===== config.mk =====
export PLATFORM = sky130hd
export DESIGN_NAME = branch_hazard_ctrl_flat
export DESIGN_NICKNAME = d
export VERILOG_FILES = /design/src/rtl/branch_hazard_ctrl_if.sv /design/src/rtl/branch_hazard_ctrl.sv /design/src/flat_wrapper.sv
export SDC_FILE = /design/constraint.sdc
export NUM_CORES = 1
export LEC_CHECK = 0
export BUFFER_PORTS_ARGS = -buffer_cell sky130_fd_sc_hd__buf_2
export CAP_MARGIN = 20
export CORE_UTILIZATION = 40
export CTS_BUF_LIST = sky130_fd_sc_hd__clkbuf_2 sky130_fd_sc_hd__clkbuf_4 sky130_fd_sc_hd__clkbuf_8
export DETAILED_ROUTE_END_ITERATION = 8
export PLACE_DENSITY = 0.78
export REMOVE_ABC_BUFFERS = 1
export SYNTH_ARGS = -nofsm -noshare
export SYNTH_HDL_FRONTEND = slang
export SYNTH_SLANG_ARGS = --single-unit

===== constraint.sdc =====
create_clock -name clk -period 3.7 [get_ports clk]
set_input_delay 0.185 -clock clk [delete_from_list [all_inputs] [get_ports clk]]
set_output_delay 0.185 -clock clk [all_outputs]
set_load 0.1 [all_outputs]

===== src/rtl/branch_hazard_ctrl_if.sv =====
// branch_hazard_ctrl_if: ID-stage hazard inputs and front-end control outputs
interface branch_hazard_ctrl_if;
  logic        ID_Branch;
  logic        ID_Jump;
  logic        IDUsesRt;
  logic [4:0]  IDRs;
  logic [4:0]  IDRt;
  logic        IDEX_RegWrite;
  logic        IDEX_MemRead;
  logic [4:0]  IDEXRd;
  logic        EXMEM_MemRead;
  logic [4:0]  EXMEMRd;
  logic        BranchTaken;
  logic        PCWrite;
  logic        IFID_Write;
  logic        IDEX_Bubble;
  logic        IFID_Flush;
  logic        BranchGo;
  logic [15:0] StallCount;
  logic [15:0] FlushCount;
  modport master (
    output ID_Branch, ID_Jump, IDUsesRt, IDRs, IDRt, IDEX_RegWrite, IDEX_MemRead,
           IDEXRd, EXMEM_MemRead, EXMEMRd, BranchTaken,
    input  PCWrite, IFID_Write, IDEX_Bubble, IFID_Flush, BranchGo, StallCount, FlushCount
  );
  modport slave (
    input  ID_Branch, ID_Jump, IDUsesRt, IDRs, IDRt, IDEX_RegWrite, IDEX_MemRead,
           IDEXRd, EXMEM_MemRead, EXMEMRd, BranchTaken,
    output PCWrite, IFID_Write, IDEX_Bubble, IFID_Flush, BranchGo, StallCount, FlushCount
  );
endinterface


===== src/rtl/branch_hazard_ctrl.sv =====
// branch_hazard_ctrl: stall/flush sequencer for ID-resolved branches with perf counters
module branch_hazard_ctrl (
  input logic clk,
  input logic reset,
  branch_hazard_ctrl_if.slave bus
);
  typedef enum logic {RUN, HOLD} state_t;
  state_t      r_state;
  state_t      w_next_state;
  logic        r_rem;
  logic        w_next_rem;
  logic [15:0] r_stall_cnt;
  logic [15:0] r_flush_cnt;
  logic        w_uses_rt;
  logic        w_hit_ex;
  logic        w_hit_mem;
  logic        w_n2;
  logic        w_n1;
  logic        w_in_hold;
  logic        w_stall;
  logic        w_go;
  logic        w_flush;
  assign w_uses_rt = bus.ID_Branch | bus.IDUsesRt;
  assign w_hit_ex  = (bus.IDEXRd != 5'd0) &&
                     (bus.IDEXRd == bus.IDRs || (w_uses_rt && bus.IDEXRd == bus.IDRt));
  assign w_hit_mem = (bus.EXMEMRd != 5'd0) &&
                     (bus.EXMEMRd == bus.IDRs || (w_uses_rt && bus.EXMEMRd == bus.IDRt));
  assign w_n2 = bus.ID_Branch & bus.IDEX_MemRead & w_hit_ex;
  assign w_n1 = (bus.ID_Branch & bus.IDEX_RegWrite & ~bus.IDEX_MemRead & w_hit_ex) |
                (bus.ID_Branch & bus.EXMEM_MemRead & w_hit_mem) |
                (~bus.ID_Branch & bus.IDEX_MemRead & w_hit_ex);
  assign w_in_hold = (r_state == HOLD) & r_rem;
  assign w_stall   = ~reset & (w_in_hold | w_n2 | w_n1);
  assign w_go      = ~reset & ~w_stall & bus.ID_Branch & bus.BranchTaken;
  assign w_flush   = ~reset & ~w_stall & (w_go | bus.ID_Jump);
  assign bus.PCWrite     = ~w_stall;
  assign bus.IFID_Write  = ~w_stall;
  assign bus.IDEX_Bubble = w_stall;
  assign bus.BranchGo    = w_go;
  assign bus.IFID_Flush  = w_flush;
  assign bus.StallCount  = r_stall_cnt;
  assign bus.FlushCount  = r_flush_cnt;
  // next state: a two-cycle hazard parks in HOLD for one extra stall, HOLD always drains to RUN
  always_comb begin
    w_next_state = RUN;
    w_next_rem   = 1'b0;
    if (!w_in_hold && w_n2) begin
      w_next_state = HOLD;
      w_next_rem   = 1'b1;
    end
  end
  // state register and saturating stall/flush counters
  always_ff @(posedge clk) begin
    if (reset) begin
      r_state     <= RUN;
      r_rem       <= 1'b0;
      r_stall_cnt <= 16'd0;
      r_flush_cnt <= 16'd0;
    end else begin
      r_state <= w_next_state;
      r_rem   <= w_next_rem;
      if (w_stall && !(&r_stall_cnt)) r_stall_cnt <= r_stall_cnt + 16'd1;
      if (w_flush && !(&r_flush_cnt)) r_flush_cnt <= r_flush_cnt + 16'd1;
    end
  end
endmodule


===== src/flat_wrapper.sv =====
// flat-port wrapper written by rule: the top's interface ports become plain ports
module branch_hazard_ctrl_flat 
  (clk, reset, bus_ID_Branch, bus_ID_Jump, bus_IDUsesRt, bus_IDRs, bus_IDRt, bus_IDEX_RegWrite, bus_IDEX_MemRead, bus_IDEXRd, bus_EXMEM_MemRead, bus_EXMEMRd, bus_BranchTaken, bus_PCWrite, bus_IFID_Write, bus_IDEX_Bubble, bus_IFID_Flush, bus_BranchGo, bus_StallCount, bus_FlushCount);
  branch_hazard_ctrl_if bus_i ();
  input logic clk;
  input logic reset;
  input wire logic [$bits(bus_i.ID_Branch)-1:0] bus_ID_Branch;
  input wire logic [$bits(bus_i.ID_Jump)-1:0] bus_ID_Jump;
  input wire logic [$bits(bus_i.IDUsesRt)-1:0] bus_IDUsesRt;
  input wire logic [$bits(bus_i.IDRs)-1:0] bus_IDRs;
  input wire logic [$bits(bus_i.IDRt)-1:0] bus_IDRt;
  input wire logic [$bits(bus_i.IDEX_RegWrite)-1:0] bus_IDEX_RegWrite;
  input wire logic [$bits(bus_i.IDEX_MemRead)-1:0] bus_IDEX_MemRead;
  input wire logic [$bits(bus_i.IDEXRd)-1:0] bus_IDEXRd;
  input wire logic [$bits(bus_i.EXMEM_MemRead)-1:0] bus_EXMEM_MemRead;
  input wire logic [$bits(bus_i.EXMEMRd)-1:0] bus_EXMEMRd;
  input wire logic [$bits(bus_i.BranchTaken)-1:0] bus_BranchTaken;
  output wire logic [$bits(bus_i.PCWrite)-1:0] bus_PCWrite;
  output wire logic [$bits(bus_i.IFID_Write)-1:0] bus_IFID_Write;
  output wire logic [$bits(bus_i.IDEX_Bubble)-1:0] bus_IDEX_Bubble;
  output wire logic [$bits(bus_i.IFID_Flush)-1:0] bus_IFID_Flush;
  output wire logic [$bits(bus_i.BranchGo)-1:0] bus_BranchGo;
  output wire logic [$bits(bus_i.StallCount)-1:0] bus_StallCount;
  output wire logic [$bits(bus_i.FlushCount)-1:0] bus_FlushCount;
  assign bus_i.ID_Branch = bus_ID_Branch;
  assign bus_i.ID_Jump = bus_ID_Jump;
  assign bus_i.IDUsesRt = bus_IDUsesRt;
  assign bus_i.IDRs = bus_IDRs;
  assign bus_i.IDRt = bus_IDRt;
  assign bus_i.IDEX_RegWrite = bus_IDEX_RegWrite;
  assign bus_i.IDEX_MemRead = bus_IDEX_MemRead;
  assign bus_i.IDEXRd = bus_IDEXRd;
  assign bus_i.EXMEM_MemRead = bus_EXMEM_MemRead;
  assign bus_i.EXMEMRd = bus_EXMEMRd;
  assign bus_i.BranchTaken = bus_BranchTaken;
  assign bus_PCWrite = bus_i.PCWrite;
  assign bus_IFID_Write = bus_i.IFID_Write;
  assign bus_IDEX_Bubble = bus_i.IDEX_Bubble;
  assign bus_IFID_Flush = bus_i.IFID_Flush;
  assign bus_BranchGo = bus_i.BranchGo;
  assign bus_StallCount = bus_i.StallCount;
  assign bus_FlushCount = bus_i.FlushCount;
  branch_hazard_ctrl u_core (.clk(clk), .reset(reset), .bus(bus_i));
endmodule

* After elaboration in Yosys (flattened, before gate mapping)
Cells that the tools add are included.
Word-level totals: logic and storage cells 50, bits in registers 33, output and inout port bits 37
Operators by class: reductions and logical operators 16, muxes and demuxes 1, add/sub/neg operators 2, equal/unequal tests 4, bitwise gates (word level) 24
Operators with widths (count):
- $add A16 B1 Y16 const B | 2
- $reduce_and A16 Y1 | 2
- $eq A5 B5 Y1 | 4
- $and A1 B1 Y1 | 14
- $reduce_bool A5 Y1 | 2
- $logic_and A1 B1 Y1 | 7
- $or A1 B1 Y1 | 6
- $not A1 Y1 | 4
- $logic_not A1 Y1 | 3
- $logic_or A1 B1 Y1 | 2
- $mux W1 | 1

* Depth between registers and ports, before layout
depth in word-level cells 16, gate-level depth with buffers 9, depth with buffers taken out 8

* Worst setup path before layout
No wires, ideal clock.
kind register to register, start point register u_core.r_stall_cnt[0] (netlist: u_core.bus.StallCount[0]), end point register u_core.r_stall_cnt[11] (netlist: u_core.bus.StallCount[11]), path buffers 1, setup slack 0.775 ns, arrival 2.802 ns, cell stages (with the launch flop) 10, path through dfxtp_1 -> ha_1 -> and3_1 -> nand3_1 -> nor3b_1 -> and2b_1 -> a21oi_2 -> buf_2 -> nand4_1 -> mux2_1
On the way: word-level cells in the longest chain between the ends 3, elaborated cells between the ends (all ways) 4, those cells by class add/sub (1); reduce/logical (3)
RTL lines:
- start, declared | RTL line branch_hazard_ctrl.sv:12 | logic [15:0] r_stall_cnt;
- start signal, assigned | RTL line branch_hazard_ctrl.sv:62 | if (w_stall && !(&r_stall_cnt)) r_stall_cnt <= r_stall_cnt + 16'd1;
- parallel branches: the longest is 3 deep, another holds $add A16 B1 Y16
Several ways; the timed one is not identified. A chain may end at the register's enable or synchronous reset.

* Worst setup path in the final report
start point register u_core.r_stall_cnt[0] (netlist: u_core.bus.StallCount[0]), end point register u_core.r_stall_cnt[3] (netlist: u_core.bus.StallCount[3])
Same word-level chain as after synthesis.

==> impl_results.md <==
* Outcome: finished, final reports clean
* Worst slack, placed at 1240 ps
* Largest vdd supply drop at 0.175 mV
* Number of hold buffers added after CTS at 0
* Net total in the final layout at 328
* Required @ worst endpoint at 3880 ps
* Max-Slew Margin vs Limit at 56.1%
* Post-layout util at 51.5%
* Syn. warnings at 0
* Final RePlAce weighted congestion at 0.883
* Share of flip-flops with an asynchronous set or reset at 0%
* Final worst clock skew at 2.50 ps
* Total Routed Length at 4.65 mm
* Maximum fanout along the worst path at 13
* Overall overflow remaining after global route at 0
* Areal power density over the cells at 318 nW/um^2
* Root buffer selected by CTS: sky130_fd_sc_hd__clkbuf_8
* Antenna Nets Post-Route at 0
* Post-synthesis cell type count at 46
* Minimum period implied by the final worst setup slack at 2420 ps
* Number of rows in the core area at 25
* Worst min-delay path category: primary input to flip-flop
* Series of cell instances along the critical path: ha_1, and3_1, nand3_1, nor3b_1, and2b_1, a21oi_2, and4_1, mux2_2
* Diodes inserted at 0
* Maximum number of pins on one net before global-route repair at 38
* Number of hold violations in the final report at 0
* Critical path origin: u_core.bus.StallCount[0]$_SDFFE_PP0P_
* GRT Resource Usage Total at 19.4%
* Critical Path AT at 2600 ps
* Relative area change from synthesis to final layout at 22.4%
* Average routed wire per standard cell at 12.8 um
* DRC violations left at 0
* Per-instance average area after synthesis at 8.52 um^2
* Share of final-layout standard cells stronger than drive strength 1 at 30.0%
* Die outline width at 72.7 um
* Chip Height at 72.7 um
* Element type at the critical path end: flip-flop
* Crit share post-route at 65.4%
* Number of enable-type register cells in the synthesized netlist at 0
* Post-synth design cell area at 2000 um^2
* TritonCTS clock tree: yes
* Wire length of the first global-routing pass at 7.94 mm
* Clock slew seen by the registers of the worst setup and hold paths at 60 ps
* Total power consumption of the routed design at 778 uW
* Startpoint type of the worst setup path: flip-flop
* Placed wire-length estimate after detailed placement at 3.53 mm
* Setup Viol. Count Final at 0
* Die outline area at 5290 um^2
* Post-CTS Setup Inserts at 0
* Max-cap violations at 0
* Vias in the first global route at 1745
* Library cell with the largest summed area after synthesis: sky130_fd_sc_hd__dfxtp_1
* Final hold slack at 322 ps
* Slew at the pin closest to its max-slew limit at 659 ps
* Final Slew Violations at 0
* Bufs on Longest Clock Path at 2
* Worst Hold Launch: bus_IDEXRd[4]
* Number of cells produced by synthesis at 235
* Crit Path Class: flip-flop to flip-flop
* Number of levels in the clock H-tree at 2
* Count of vias placed by the detailed router at 1896
* Starting density of the core at 42.1%
* TritonCTS Buffers at 5
* Yosys top cell area share at 33.0%
* Pre-antenna DRT Iters at 4
* Setup slack after layout at 1280 ps
* Number of vias per cell after detailed routing at 5.21
* Area of the core at 4750 um^2
* Max frequency at 413 MHz
* Total I/O pin count at 66
* Proportion of synthesized chip area in sequential cells at 33.0%
* Antenna violations before repair at 0
* FF+latch count, synth at 33
* RSZ-0062 raised after global routing: no
* Drt initial violations at 71
* # port buffers at 65
* Cell types occupying the most area after synthesis: sky130_fd_sc_hd__dfxtp_1 33%, sky130_fd_sc_hd__xnor2_1 10%, sky130_fd_sc_hd__nor2_1 5.4%
* R2r startpoint: u_core.bus.StallCount[0]$_SDFFE_PP0P_
* Skew-Pair Late Insertion Delay at 290 ps
* Post-Route Setup TNS at 0 ps
* Main synth FF type: sky130_fd_sc_hd__dfxtp_1
* Leakage power summed over all cells at 1.02 nW
* Critical-path top delay cell: sky130_fd_sc_hd__a21oi_2
* Sinks on Clock Net at 33
* Slowest stage delay, CP at 460 ps
* Cells resized by post-CTS repair at 0
[final timing paths]
kind	end	slack [ps]	cells after the start
worst max register to register	u_core.bus.StallCount[3]$_SDFFE_PP0P_	1280	8
worst min-delay path	u_core.r_state$_SDFF_PP0_	320	4
worst min register to register	u_core.bus.FlushCount[14]$_SDFFE_PP0P_	500	2
worst max-delay path	u_core.bus.StallCount[3]$_SDFFE_PP0P_	1280	8
[layout make-up]
class | count | area [um^2]
clock buffers | 7 | 90.1
fillers | 488 | 2300
inverters | 6 | 22.5
multi-input cells | 186 | 1270
flip-flops and latches | 33 | 661
well taps | 67 | 83.8
repair buffers | 65 | 325
[power by group]
part           internal (mW)  switching, mW  total [mW]
clock                  0.155          0.127       0.282
combinational         0.0422         0.0915       0.134
sequential             0.358        0.00403       0.362
[through the flow]
step / area (um^2) / std cells
CTS: 2450 / 364
finish: 2450 / 364
floorplan: 1950 / 225
detailed placement: 2360 / 357
global placement: 2360 / 357
global route: 2450 / 364
[kinds of logic (layout without fill, tap and decap cells)]
family | after synthesis | count (layout) | share of synthesized area, %
and+or+nand+nor | 106 | 106 | 28.1
AOI/OAI and AO/OA | 42 | 42 | 17.3
DFF | 33 | 33 | 33.0
xor gates and xnor gates | 27 | 27 | 11.8
buffers and inverters | 16 | 78 | 3.69
muxes | 9 | 9 | 4.87
adders and majority gates | 2 | 2 | 1.25
[placed cells by master, fill, tap and decap left out, types with 4 or more instances in the layout]
cell type and n:
sky130_fd_sc_hd__or3_1 6, sky130_fd_sc_hd__inv_1 5, sky130_fd_sc_hd__a21oi_1 14, sky130_fd_sc_hd__nor2_1 29, sky130_fd_sc_hd__dfxtp_1 33, sky130_fd_sc_hd__clkbuf_8 6
sky130_fd_sc_hd__buf_2 65, sky130_fd_sc_hd__nand4_1 13, sky130_fd_sc_hd__and3_1 6, sky130_fd_sc_hd__nand2_1 20, sky130_fd_sc_hd__xnor2_1 23, sky130_fd_sc_hd__nand3_1 9
sky130_fd_sc_hd__o21ai_0 6, sky130_fd_sc_hd__xor2_1 4, sky130_fd_sc_hd__nor2b_1 5
[synth_stat cells, drive strengths merged, types with 4 or more instances]
master and instances:
o21ai 6, mux2 6, nand2 20, nor2 29, nand4 13, buf 4, and3 7, xnor2 23
a21oi 15, or3 6, and4 4, xor2 4, nor2b 5, inv 5, dfxtp 33, clkbuf 6
nand3 11
[worst max-delay path, delay by kind of cell (launching register included)]
kind | cells | cell delay, ps
flip-flops | 1 | 350
adder cells (fa/ha/maj) | 1 | 230
multiplexers | 1 | 330
AO/OA/AOI/OAI | 1 | 460
AND/OR/NAND/NOR | 5 | 930
[state kept, by name (all words and copies together) (netlist names)]
| name | flops |
|---|---|
| u_core.bus.StallCount | 16 |
| u_core.r_state | 1 |
| u_core.bus.FlushCount | 16 |
[per-layer routing]
layer | routed length (um) | GRT usage, % | up-vias | share of wire [%]
met1 | 2150 | 23.5 | 885 | 46
met5 | 0 | 0 | - | 0
met4 | 64 | 6.32 | 0 | 1.4
met2 | 2260 | 32.8 | 29 | 48
li1 | - | - | 975 | -
met3 | 178 | 5.80 | 7 | 3.8
Note: power is estimated with default switching activity, not from simulation.
